`config.mk`:
```
export PLATFORM = sky130hd
export DESIGN_NAME = audio_stream_ctrl
export DESIGN_NICKNAME = d
export VERILOG_FILES = /design/src/rtl/audio_stream_ctrl.sv
export SDC_FILE = /design/constraint.sdc
export NUM_CORES = 1
export LEC_CHECK = 0
export ABC_AREA = 1
export BUFFER_PORTS_ARGS = -buffer_cell sky130_fd_sc_hd__buf_4
export CORE_UTILIZATION = 55
export DETAILED_ROUTE_END_ITERATION = 8
export GPL_ROUTABILITY_DRIVEN = 0
export PLACE_DENSITY = 0.8
export SLEW_MARGIN = 20
export SYNTH_ARGS = -nofsm -noshare
export SYNTH_HDL_FRONTEND = slang
export SYNTH_SLANG_ARGS = --single-unit
export TNS_END_PERCENT = 20
```
`constraint.sdc`:
```
create_clock -name clk -period 8.9 [get_ports clk]
set_input_delay 1.335 -clock clk [delete_from_list [all_inputs] [get_ports clk]]
set_output_delay 1.335 -clock clk [all_outputs]
set_load 0.005 [all_outputs]
```
`src/rtl/audio_stream_ctrl.sv`:
```
// Stereo audio frame scheduler: buffers CPU-written {left,right} frames, paces
// them at a fixed frame rate and serialises each as a left then a right stream word.
module audio_stream_ctrl #(
    parameter int AUDIO_WIDTH  = 16,
    parameter int BUFFER_DEPTH = 4,
    parameter int SAMPLE_DIV   = 2083
) (
    input  logic                     clk,
    input  logic                     reset,
    input  logic                     enable,
    input  logic [2*AUDIO_WIDTH-1:0] wr_data,
    input  logic                     wr_en,
    output logic                     full,
    output logic [BUFFER_DEPTH:0]    level,
    output logic [15:0]              underrun_count,
    input  logic                     underrun_clear,
    output logic [31:0]              audio_data,
    output logic                     audio_id,
    output logic                     audio_valid,
    input  logic                     audio_ready,
    output logic [1:0]               state_dbg
);
    // Stream handshake: a word transfers in a cycle where audio_valid and audio_ready
    // are both high; while valid is high and ready low, data/id hold and valid stays up.

    localparam int DEPTH = 1 << BUFFER_DEPTH;
    localparam int CW    = $clog2(SAMPLE_DIV);

    localparam logic [CW-1:0]           CNT_LAST = CW'(SAMPLE_DIV - 1);
    localparam logic [CW-1:0]           CNT_ONE  = CW'(1);
    localparam logic [BUFFER_DEPTH:0]   LVL_ONE  = (BUFFER_DEPTH + 1)'(1);
    localparam logic [BUFFER_DEPTH:0]   LVL_FULL = (BUFFER_DEPTH + 1)'(DEPTH);
    localparam logic [BUFFER_DEPTH-1:0] PTR_ONE  = BUFFER_DEPTH'(1);
    localparam logic [15:0]             UR_ONE   = 16'd1;
    localparam logic [15:0]             UR_MAX   = 16'hFFFF;

    typedef enum logic [1:0] {
        IDLE   = 2'd0,
        SEND_L = 2'd1,
        SEND_R = 2'd2
    } state_t;

    logic [2*AUDIO_WIDTH-1:0] fifo_mem [DEPTH];

    state_t                  state_q, state_d;
    logic [CW-1:0]           cnt_q, cnt_d;
    logic                    pending_q, pending_d;
    logic [BUFFER_DEPTH-1:0] wr_ptr_q, wr_ptr_d;
    logic [BUFFER_DEPTH-1:0] rd_ptr_q, rd_ptr_d;
    logic [BUFFER_DEPTH:0]   level_q, level_d;
    logic                    full_q, full_d;
    logic [15:0]             underrun_q, underrun_d;
    logic [31:0]             data_q, data_d;
    logic                    id_q, id_d;
    logic                    valid_q, valid_d;
    logic [AUDIO_WIDTH-1:0]  right_q, right_d;

    logic                     tick, hs, push, pop, load;
    logic [2*AUDIO_WIDTH-1:0] rd_word;

    function automatic logic [31:0] fmt(input logic [AUDIO_WIDTH-1:0] s);
        logic [31:0] w;
        w = '0;
        w[27 -: AUDIO_WIDTH] = s;
        return w;
    endfunction

    always_comb begin
        tick    = enable && (cnt_q == CNT_LAST);
        cnt_d   = (enable && !tick) ? cnt_q + CNT_ONE : '0;
        hs      = valid_q && audio_ready;
        push    = wr_en && !full_q;
        rd_word = fifo_mem[rd_ptr_q];
        load    = 1'b0;
        state_d = state_q;
        valid_d = valid_q;
        id_d    = id_q;
        data_d  = data_q;
        right_d = right_q;

        case (state_q)
            IDLE:   load = enable && (tick || pending_q);
            SEND_L: if (hs) begin
                state_d = SEND_R;
                id_d    = 1'b1;
                data_d  = fmt(right_q);
            end
            SEND_R: if (hs) begin
                if (enable && pending_q) begin
                    load = 1'b1;
                end else begin
                    state_d = IDLE;
                    valid_d = 1'b0;
                    id_d    = 1'b0;
                end
            end
            default: state_d = IDLE;
        endcase

        // An empty FIFO at load time yields a silent frame and counts an underrun.
        pop        = load && (level_q != '0);
        underrun_d = underrun_q;
        if (load) begin
            state_d = SEND_L;
            valid_d = 1'b1;
            id_d    = 1'b0;
            if (pop) begin
                data_d  = fmt(rd_word[2*AUDIO_WIDTH-1:AUDIO_WIDTH]);
                right_d = rd_word[AUDIO_WIDTH-1:0];
            end else begin
                data_d  = '0;
                right_d = '0;
                if (underrun_q != UR_MAX) underrun_d = underrun_q + UR_ONE;
            end
        end
        if (underrun_clear) underrun_d = '0;

        pending_d = pending_q;
        if (tick && (state_q != IDLE) && !pending_q) pending_d = 1'b1;
        if (load) pending_d = 1'b0;
        if (!enable) pending_d = 1'b0;

        wr_ptr_d = push ? wr_ptr_q + PTR_ONE : wr_ptr_q;
        rd_ptr_d = pop ? rd_ptr_q + PTR_ONE : rd_ptr_q;
        level_d  = level_q;
        if (push && !pop) level_d = level_q + LVL_ONE;
        else if (pop && !push) level_d = level_q - LVL_ONE;
        full_d = (level_d == LVL_FULL);
    end

    always_ff @(posedge clk) begin
        if (push) fifo_mem[wr_ptr_q] <= wr_data;
    end

    always_ff @(posedge clk) begin
        if (reset) begin
            state_q    <= IDLE;
            cnt_q      <= '0;
            pending_q  <= 1'b0;
            wr_ptr_q   <= '0;
            rd_ptr_q   <= '0;
            level_q    <= '0;
            full_q     <= 1'b0;
            underrun_q <= '0;
            data_q     <= '0;
            id_q       <= 1'b0;
            valid_q    <= 1'b0;
            right_q    <= '0;
        end else begin
            state_q    <= state_d;
            cnt_q      <= cnt_d;
            pending_q  <= pending_d;
            wr_ptr_q   <= wr_ptr_d;
            rd_ptr_q   <= rd_ptr_d;
            level_q    <= level_d;
            full_q     <= full_d;
            underrun_q <= underrun_d;
            data_q     <= data_d;
            id_q       <= id_d;
            valid_q    <= valid_d;
            right_q    <= right_d;
        end
    end

    assign full           = full_q;
    assign level          = level_q;
    assign underrun_count = underrun_q;
    assign audio_data     = data_q;
    assign audio_id       = id_q;
    assign audio_valid    = valid_q;
    assign state_dbg      = state_q;

endmodule
```
Yosys cells after proc, flatten, opt, wreduce, memory -nomap -nowiden
Memory sizes are Yosys's and may differ from the RTL's. A register that Yosys moved wholly into a read port is not among the register bits.
Cells that the tools add are included.
Word-level totals
  register bits: 95
  memory bits (writable): 512
  input port bits: 38
  output and inout port bits: 58
  memories kept: 1
Memory list
  fifo_mem: depth 16, bits a word 32, read ports 1, clocked after memory_dff 1, wr ports 1, line 43  | logic [2*AUDIO_WIDTH-1:0] fifo_mem [DEPTH];
Operators by class
  add/sub/neg operators: 6
  eq/ne operators: 13
  muxes and demuxes: 25
  bitwise logic cells: 4
  reductions and logical operators: 34
Operator list (count)
  32-bit 2-to-1 mux: 3
  28-bit 2-to-1 mux: 1
  16-bit by 1-bit adder with 16-bit output, second input constant: 1
  16-bit 2-to-1 mux: 1
  16-bit != test, second input constant: 1
  12-bit by 1-bit adder with 12-bit output, second input constant: 1
  12-bit == test, second input constant: 1
  4-bit AND reduction: 3
  1-bit logical AND: 11
  1-bit 2-to-1 mux: 10
  5-bit 2-to-1 mux: 2
  2-bit != test, second input constant: 5
  2-bit nonzero test: 5
  3-bit != test, second input constant: 3
  4-bit by 1-bit adder with 4-bit output, second input constant: 2
  4-bit 2-to-1 mux: 2
  2-bit 2-to-1 mux: 3
  2-bit one-hot mux with 3 select lines: 1
  3-bit AND reduction: 2
  2-bit OR reduction: 3
  5-bit by 1-bit adder with 5-bit output, second input constant: 1
  5-bit == test, second input constant: 1
  1-bit logical NOT: 5
  5-bit nonzero test: 1
  other kinds (9): 13

Longest topological paths before layout
  depth after elaboration: 10
  gate-level depth with buffers: 14
  gate-level depth less buffers: 14

Worst setup path before layout
OpenSTA, ideal clock, no wires.
  kind: input port to flip-flop
  from: input port wr_en
  to: memory fifo_mem[11][0] in the netlist's numbering, enable pin
  arrival: 3.389 ns
  required time: 8.479 ns
  path slack: 5.090 ns
  cell stages on the path: 6
  cell sequence: inv_1 > nor2_2 > inv_1 > nor2_1 > nand2_1 > nor2_1
On the way
  longest elaborated chain between the ends: 3
RTL lines
  from (decl): line 12  | input logic wr_en,
  1-bit logical AND: line 72  | push = wr_en && !full_q;
  1-bit 2-to-1 mux: line 132  | if (push) fifo_mem[wr_ptr_q] <= wr_data;
  1-bit 2-to-1 mux (implied by the code): line 132
  to (decl): line 43
Every way passes these cells.

==> flow_summary.ini <==
[cts]
clk_latency_ns = 0.62
root_buffer = clkbuf_16
post_cts_resize_count = 0
numCtsBuffers = 58
clkTransAtPathRegs_ns = 0.06
cts_tree = yes
clock_tree.htree_level_count = 2
cts_num_sinks = 595
ctsHoldBuffers = 0
cts_buffer_depth = 3
cts_setup_buffers = 0

[placement]
dpl.cell_count = 2561
dp_hpwl_um = 31300
io_buffer_count = 79
pre_cts_ws_ns = 5.14

[floorplanning]
die_area_um2 = 44100
rows = 75
ios = 96
die_w_um = 210
core-area_um2 = 42300
floorplan.initialDensity_pct = 56.2
die_y_um = 210

[final_layout]
fill_cells = 2996
stdcell_count = 2674
fin_nets = 2095
final_cell_mix = 512 x edfxtp_1, 502 x nand2_1, 211 x nand3_1, 201 x a21oi_1, 101 x buf_4
drive_above_1_share_pct = 11.2
area_growth_pct = 12.5
final_common_cell = edfxtp_1

[power]
power.density_nw_per_um2 = 209
p_leak_nw = 9.19
peakVddDrop_mv = 0.170
power.total_w = 0.00560

[drt]
totalWireLength_um = 57400
postRouteAntennaNets = 0
first_pass_iters = 6
drc = 0
wire_per_inst_um = 21.5
via_count = 16200
viasPerCell = 6.07
drt-initial-drc-count = 2612

[global_route]
grtUsageMet3_pct = 4.60
overflow = 0
grt_util_all_layers_pct = 25.9
grt_pass1_vias = 15700
grt_pass1_wl_um = 87900
met2_usage_pct = 42.5
gr-usage-met1_pct = 35.2
antenna_found_initial = 1
grt_max_degree = 97
busiest_layer = met2

[sta]
max_freq_mhz = 305
fin_tns_setup_ns = 0
setup_viol = 0
min_period_ns = 3.28
fin_hold_ws_ns = 0.477
slew_violations = 0
rsz0062_at_grt = false
worstMarginPinSlew_ns = 1.06
final-hold-violation-count = 0
timing.slew.headroom_pct = 29.1
period_share_pct = 36.9
finalClockSkew_ns = 0.0131
worst_slack_ns = 5.62

[yosys]
postSynthAreaPerCell_um2 = 11.9
yosysSeqAreaShare_pct = 71.6
ys_warn_count = 0
syn_area_um2 = 23800
synth_top_area_cell = edfxtp_1
synth_top_area_share_pct = 64.6
ys_ff_latch = 595
synthCells = 2004
ys_top_cells_by_area = edfxtp_1 65%, nand2_1 7.9%, dfxtp_1 7.0%, nand3_1 4.4%, a21oi_1 4.2%
yosysUniqueCellTypes = 42

[run]
max_cap_viol_count = 0

[worst_setup_path]
end_kind = flop
worst-path-max-fanout = 96
rrSetupSlack_ns = 5.62
cp.required_ns = 9.44
critical_path_arrival_ns = 3.82
startpoint_type = flop
worstSetupPathType = flop to flop

[status]
outcome = finished clean

[hold_path]
hp-class = flop to flop
metal layers:
metal | wire length, um | share of wire [%]
met1 | 22700 | 39
met4 | 1630 | 2.8
met2 | 27400 | 48
met5 | 0 | 0
met3 | 5710 | 9.9
registers in the layout, indices dropped and copies added (netlist names), named ones only:
signal / flops
fifo_mem: 512
audio_data: 16
right_q: 16
underrun_count: 16
cnt_q: 12
level: 5
rd_ptr_q: 4
wr_ptr_q: 4
state_dbg: 2
audio_id: 1
audio_valid: 1
full: 1
pending_q: 1
kinds of logic (layout without fill, tap and decap cells):
logic type / count (synthesis) / after routing / synth area share (%)
xor gates and xnor gates: 11 / 11 / 0.405
and+or+nand+nor: 830 / 830 / 14.9
DFF: 595 / 595 / 71.6
adders and majority gates: 10 / 10 / 0.526
AOI/OAI and AO/OA: 367 / 367 / 8.91
buffers and inverters: 190 / 267 / 3.67
other: 1 / 17 / 0.0158
per-stage QoR:
stage	cell area (um^2)	util, %
after floorplan	23800	-
after global placement	24800	58.6
after detailed placement	24800	58.7
after CTS	26700	63.0
after global routing	26700	63.2
final	26800	63.2
area by class of cell:
class / count / area, um^2 / share of cell area [%]
Inverter: 52 / 206 / 0.772
Clock inverter: 37 / 287 / 1.07
Clock buffer: 72 / 1550 / 5.78
Multi-Input combinational cell: 1234 / 6060 / 22.6
Sequential cell: 595 / 17000 / 63.7
Antenna cell: 1 / 2.50 / 0.00935
Timing Repair Buffer: 106 / 888 / 3.32
Tap cell: 577 / 722 / 2.70
path summary, 6_finish.rpt:
check,endpoint,depth (start not counted),startpoint
max reg2reg,right_q[0],8,flop
max,right_q[0],8,flop
min reg2reg,cnt_q[3],2,cnt_q[3]
min,cnt_q[3],2,cnt_q[3]
worst max-delay path, stage by stage (launching register included):
cell and delay (ns):
dfxtp_4 0.37, buf_4 0.66, buf_4 0.89, a21oi_1 0.15
a221oi_1 0.37, o21ai_0 0.23, nand2_1 0.15, nand2_1 0.08
a21oi_1 0.18
cells in the mapped netlist, drive strengths merged:
cell    number
nand3b       1
clkbuf      48
nor2        77
a32o         1
inv         52
o21bai       1
dfxtp       83
and3         1
or2          1
ha          10
a32oi        3
a21oi      202
a221oi      60
xnor2        2
nand2      507
o21ai       75
nor3b        2
o21a         1
o211ai       2
xor2         9
nand4        9
edfxtp     512
buf         90
o22ai        4
conb         1
a31oi       18
nor3        19
nor4         1
nand3      212
power by group:
part / switching (W) / total [W] / internal (W)
Combinational: 0.000118 / 0.000162 / 0.0000440
Sequential: 0.0000130 / 0.00308 / 0.00306
Clock: 0.00104 / 0.00236 / 0.00132
Total: 0.00117 / 0.00560 / 0.00443
No activity file was read; power rests on OpenSTA's default activity.
